**config.mk**
```make
export PLATFORM = sky130hd
export DESIGN_NAME = fpga_top_flat
export DESIGN_NICKNAME = d
export VERILOG_FILES = /design/src/rtl/fpga_top_if.sv /design/src/rtl/fpga_top.sv /design/src/flat_wrapper.sv
export SDC_FILE = /design/constraint.sdc
export NUM_CORES = 1
export LEC_CHECK = 0
export ABC_CLOCK_PERIOD_IN_PS = 3300
export CELL_PAD_IN_SITES_DETAIL_PLACEMENT = 0
export CELL_PAD_IN_SITES_GLOBAL_PLACEMENT = 2
export CORE_MARGIN = 4
export CORE_UTILIZATION = 36
export DETAILED_ROUTE_END_ITERATION = 8
export GPL_ROUTABILITY_DRIVEN = 0
export HOLD_SLACK_MARGIN = 0.06
export PLACE_DENSITY = 0.88
export SETUP_SLACK_MARGIN = 0.02
export SYNTH_ARGS = -nofsm -noshare
export SYNTH_HDL_FRONTEND = slang
export SYNTH_SLANG_ARGS = --single-unit
```
**constraint.sdc**
```tcl
create_clock -name clk -period 3.3 [get_ports clk]
set_input_delay 0.495 -clock clk [delete_from_list [all_inputs] [get_ports clk]]
set_output_delay 0.495 -clock clk [all_outputs]
set_load 0.005 [all_outputs]
```
**src/rtl/fpga_top_if.sv**
```systemverilog
// SPI pin bundle plus LED bank for the ADC reader top level.
interface fpga_top_if;
  logic       sclk;
  logic       mosi;
  logic       ncs;
  logic       miso;
  logic [7:0] led;

  modport master (output sclk, mosi, ncs, led, input miso);
  modport slave  (input sclk, mosi, ncs, led, output miso);
endinterface

```
**src/rtl/fpga_top.sv**
```systemverilog
// Free-running SPI master: reads a 16-bit word from an MCP3002-style ADC
// each frame and shows rx[9:2] on the LEDs.
module fpga_top #(
  parameter int unsigned DIV      = 4,
  parameter int unsigned IDLE_CYC = 16,
  parameter logic [15:0] CMD      = 16'h6800
) (
  input  logic       clk,
  input  logic       reset,
  fpga_top_if.master spi
);

  typedef enum logic [1:0] {IDLE, LOW, HIGH, TRAIL} state_e;

  localparam int unsigned CNT_MAX = (DIV > IDLE_CYC) ? DIV : IDLE_CYC;
  localparam int unsigned CW      = $clog2(CNT_MAX + 1);
  localparam logic [CW-1:0] DIV_LAST  = CW'(DIV - 1);
  localparam logic [CW-1:0] IDLE_LAST = CW'(IDLE_CYC - 1);

  state_e        state_q, state_d;
  logic [CW-1:0] cnt_q, cnt_d;
  logic [3:0]    bit_q, bit_d;
  logic [15:0]   rx_q, rx_d;
  logic          sclk_q, sclk_d;
  logic          mosi_q, mosi_d;
  logic          ncs_q, ncs_d;
  logic [7:0]    led_q, led_d;
  logic [3:0]    nxt_bit;

  always_ff @(posedge clk) begin
    if (reset) begin
      state_q <= IDLE;
      cnt_q   <= '0;
      bit_q   <= '0;
      rx_q    <= '0;
      sclk_q  <= 1'b0;
      mosi_q  <= 1'b0;
      ncs_q   <= 1'b1;
      led_q   <= '0;
    end else begin
      state_q <= state_d;
      cnt_q   <= cnt_d;
      bit_q   <= bit_d;
      rx_q    <= rx_d;
      sclk_q  <= sclk_d;
      mosi_q  <= mosi_d;
      ncs_q   <= ncs_d;
      led_q   <= led_d;
    end
  end

  // Every output is a register; miso only reaches rx_q at the sclk falling edge.
  always_comb begin
    state_d = state_q;
    cnt_d   = cnt_q + CW'(1);
    bit_d   = bit_q;
    rx_d    = rx_q;
    sclk_d  = sclk_q;
    mosi_d  = mosi_q;
    ncs_d   = ncs_q;
    led_d   = led_q;
    nxt_bit = bit_q + 4'd1;

    unique case (state_q)
      IDLE: begin
        if (cnt_q == IDLE_LAST) begin
          state_d = LOW;
          cnt_d   = '0;
          ncs_d   = 1'b0;
          sclk_d  = 1'b0;
          mosi_d  = CMD[15];
          bit_d   = '0;
        end
      end
      LOW: begin
        if (cnt_q == DIV_LAST) begin
          state_d = HIGH;
          cnt_d   = '0;
          sclk_d  = 1'b1;
        end
      end
      HIGH: begin
        if (cnt_q == DIV_LAST) begin
          cnt_d  = '0;
          sclk_d = 1'b0;
          rx_d   = {rx_q[14:0], spi.miso};
          if (bit_q != 4'd15) begin
            state_d = LOW;
            bit_d   = nxt_bit;
            mosi_d  = CMD[4'd15 - nxt_bit];
          end else begin
            state_d = TRAIL;
            mosi_d  = 1'b0;
          end
        end
      end
      TRAIL: begin
        if (cnt_q == DIV_LAST) begin
          state_d = IDLE;
          cnt_d   = '0;
          ncs_d   = 1'b1;
          led_d   = rx_q[9:2];
        end
      end
      default: state_d = IDLE;
    endcase
  end

  assign spi.sclk = sclk_q;
  assign spi.mosi = mosi_q;
  assign spi.ncs  = ncs_q;
  assign spi.led  = led_q;

endmodule

```
**src/flat_wrapper.sv**
```systemverilog
// flat-port wrapper written by rule: the top's interface ports become plain ports
module fpga_top_flat 
#(
  parameter int unsigned DIV      = 4,
  parameter int unsigned IDLE_CYC = 16,
  parameter logic [15:0] CMD      = 16'h6800
)
  (clk, reset, spi_sclk, spi_mosi, spi_ncs, spi_led, spi_miso);
  fpga_top_if spi_i ();
  input  logic clk;
  input  logic reset;
  output wire logic [$bits(spi_i.sclk)-1:0] spi_sclk;
  output wire logic [$bits(spi_i.mosi)-1:0] spi_mosi;
  output wire logic [$bits(spi_i.ncs)-1:0] spi_ncs;
  output wire logic [$bits(spi_i.led)-1:0] spi_led;
  input wire logic [$bits(spi_i.miso)-1:0] spi_miso;
  assign spi_sclk = spi_i.sclk;
  assign spi_mosi = spi_i.mosi;
  assign spi_ncs = spi_i.ncs;
  assign spi_led = spi_i.led;
  assign spi_i.miso = spi_miso;
  fpga_top #(.DIV(DIV), .IDLE_CYC(IDLE_CYC), .CMD(CMD)) u_core (.clk(clk), .reset(reset), .spi(spi_i));
endmodule
```
==> impl_metrics.tcl <==
set metrics [dict create \
    wire_per_inst_um 12.0 \
    leakagePower_uw 0.000556 \
    fin_skew_ns 0.00446 \
    synth_area_leader_cell "dfxtp_1" \
    start_util_pct 38.0 \
    cts_made_buffers 5 \
    first_pass_iters 4 \
    cts_hold_buf 0 \
    instances_no_fill 227 \
    timing.rr.end "u_core.bit_q[2]" \
    hold_slack_ns 0.451 \
    clk_pin_slew_ns 0.07 \
    ioPinCount 14 \
    period_needed_ns 1.85 \
    cp-start-kind "flip-flop" \
    worstHoldStart "u_core.cnt_q[0]" \
    yosysWarnings 0 \
    drc 0 \
    core_region_area_sq_mm 0.00374 \
    synth_nets 173 \
    r2r_start "u_core.cnt_q[0]" \
    worst_slew_pin_slew_ns 0.548 \
    rsz0062_at_grt "false" \
    post_synth_num_cell_types 39 \
    holdPathStages 1 \
    vias 1156 \
    die_w_um 70.8 \
    mostFrequentLayoutCell "nand2_1" \
    placed_cells 219 \
    cts.sink_count 32 \
    grt_use_total_pct 12.0 \
    critPathRequiredTime_ns 3.49 \
    critPathBufInv 0 \
    period_share_pct 56.1 \
    htree_levels 2 \
    grt_max_degree 19 \
    clock_latency_ns 0.28 \
    synth_area_sq_mm 0.00142 \
    wl_um 2730 \
    critPathMaxStageDelay_ns 0.54 \
    cts-root-buf "clkbuf_8" \
    syn_to_final_growth_pct 16.7 \
    post-cts-setup-buffer-count 0 \
    critPathTopFamily "simple AND/OR/NAND/NOR gates" \
    fill_cells 392 \
    n_antenna_cell 0 \
    grt_pass1_wl_um 4770 \
    setup_tns_ns 0 \
    most-common-layout-cells "43 x nand2_1, 32 x dfxtp_1, 26 x a21oi_1" \
    path_max_fanout 11 \
    end_kind "flip-flop" \
    cpMaxStageDelayCell "or4b_4" \
    fmax_mhz 541 \
    rows 22 \
    portBuffers 13 \
    syn_inst 166 \
    finalHoldViolations 0 \
    async_reset_ff_share_pct 0 \
    grt_pass1_vias 1110 \
    drt_iter0_drc 70 \
    hold_path.class "reg2reg" \
    hpwlAfterDp_um 1930 \
    clock_path_buffers 2 \
    synth-edff-count 0 \
    cp.arrival_ns 2.04 \
    crit_chain "ha_1 > or4b_4 > nor2_4 > a21oi_1 > a311oi_2" \
    avgSynthCellArea_sq_um 8.56 \
    power_density_mw_per_mm2 479 \
    viasPerCell 5.09 \
    die_area_sq_mm 0.00502 \
    drv_slew 0 \
    grt_overflow 0 \
    synth_flop_cell "dfxtp_1" \
    r2r_cells 5 \
    yosys.area.top_type_share_pct 45.1 \
    seq_area_frac_synth_pct 45.1 \
    tritoncts "done" \
    max_slew_margin_pct 63.1 \
    ir_worst_vdd_mv 0.223 \
    setup_viol 0 \
    hold_end "u_core.cnt_q[0]" \
    status "finished, final reports clean" \
    reg2reg_setup_slack_ns 1.45 \
    ys_ff_latch 32 \
    grt_antenna_before_repair 0 \
    cap_violations 0 \
    yosys-top-cells-area "dfxtp_1 45%, nand2_1 11%, a21oi_1 9.2%" \
    layout-drive-gt1-share_pct 9.50 \
    die_h_um 70.8 \
    criticalPathCategory "reg2reg" \
    fin_nets 185 \
    p_total_uw 794 \
    post_cts_resized 0 \
    ant_nets 0 \
]
-- stage by stage --
stage	cell area, sq um	util (%)	worst slack [ns]
2_1_floorplan	1420	-	1.74
3_3_place_gp	1550	41.3	1.49
3_5_place_dp	1550	41.3	1.45
4_1_cts	1660	44.3	1.43
5_1_grt	1660	44.3	1.28
6_report	1660	44.3	1.45
-- synth_stat cells (3+ instances only) --
| master | count |
|---|---|
| clkbuf_1 | 3 |
| ha_1 | 4 |
| nand3_1 | 6 |
| nor2_1 | 7 |
| buf_6 | 3 |
| nand2_1 | 43 |
| inv_1 | 3 |
| xnor2_1 | 3 |
| o21ai_0 | 4 |
| dfxtp_1 | 32 |
| a21oi_1 | 26 |
| nor3_1 | 3 |
-- worst max path at each step --
stage                                from         endpoint  slack (ns)  cells after the start
final                     u_core.cnt_q[0]  u_core.bit_q[2]        1.45                      5
after global routing      u_core.cnt_q[0]  u_core.bit_q[2]        1.28                      5
after CTS                 u_core.cnt_q[0]  u_core.bit_q[2]        1.43                      5
after detailed placement  u_core.cnt_q[0]  u_core.bit_q[2]        1.45                      5
after global placement              reset  u_core.cnt_q[3]        1.49                      4
after floorplan           u_core.cnt_q[0]  u_core.bit_q[2]        1.74                      5
-- sequential cells by signal, summed over array words and instances (netlist names) --
name / cells
u_core.spi.mosi: 1
u_core.spi.led: 8
u_core.spi.ncs: 1
u_core.state_q: 2
u_core.spi.sclk: 1
u_core.rx_q: 10
u_core.cnt_q: 5
u_core.bit_q: 4
-- report_power, final --
group,leakage [uW],internal [uW],switching (uW)
Clock,0.0000541,223,146
Combinational,0.000244,13.9,14.9
Sequential,0.000258,391,5.15
Total,0.000556,628,166
-- per-layer routing --
metal	part of all wire [%]	vias to the layer above	track usage [%]	wire length, um
li1	-	592	-	-
met5	0	-	0	0
met4	1.0	0	4.59	28
met3	6.2	5	5.26	169
met1	46	527	14.4	1270
met2	46	32	18.7	1270
-- kinds of logic after synthesis --
| group | synth area share [%] |
|---|---|
| adders and majority gates | 3.52 |
| muxes | 0.792 |
| DFF | 45.1 |
| AOI/OAI and AO/OA | 16.6 |
| buffers and inverters | 5.81 |
| xor gates and xnor gates | 2.47 |
| and+or+nand+nor | 25.7 |
-- layout make-up --
| type | count | area (sq um) | area share [%] |
|---|---|---|---|
| multi-input combinational | 122 | 698 | 42.1 |
| sequential | 32 | 641 | 38.6 |
| timing repair buffer | 14 | 138 | 8.30 |
| clock buffer | 5 | 68.8 | 4.15 |
| tap | 48 | 60.1 | 3.62 |
| clock inverter | 3 | 42.5 | 2.56 |
| inverter | 3 | 11.3 | 0.679 |
(Power assumes the default switching activity.)
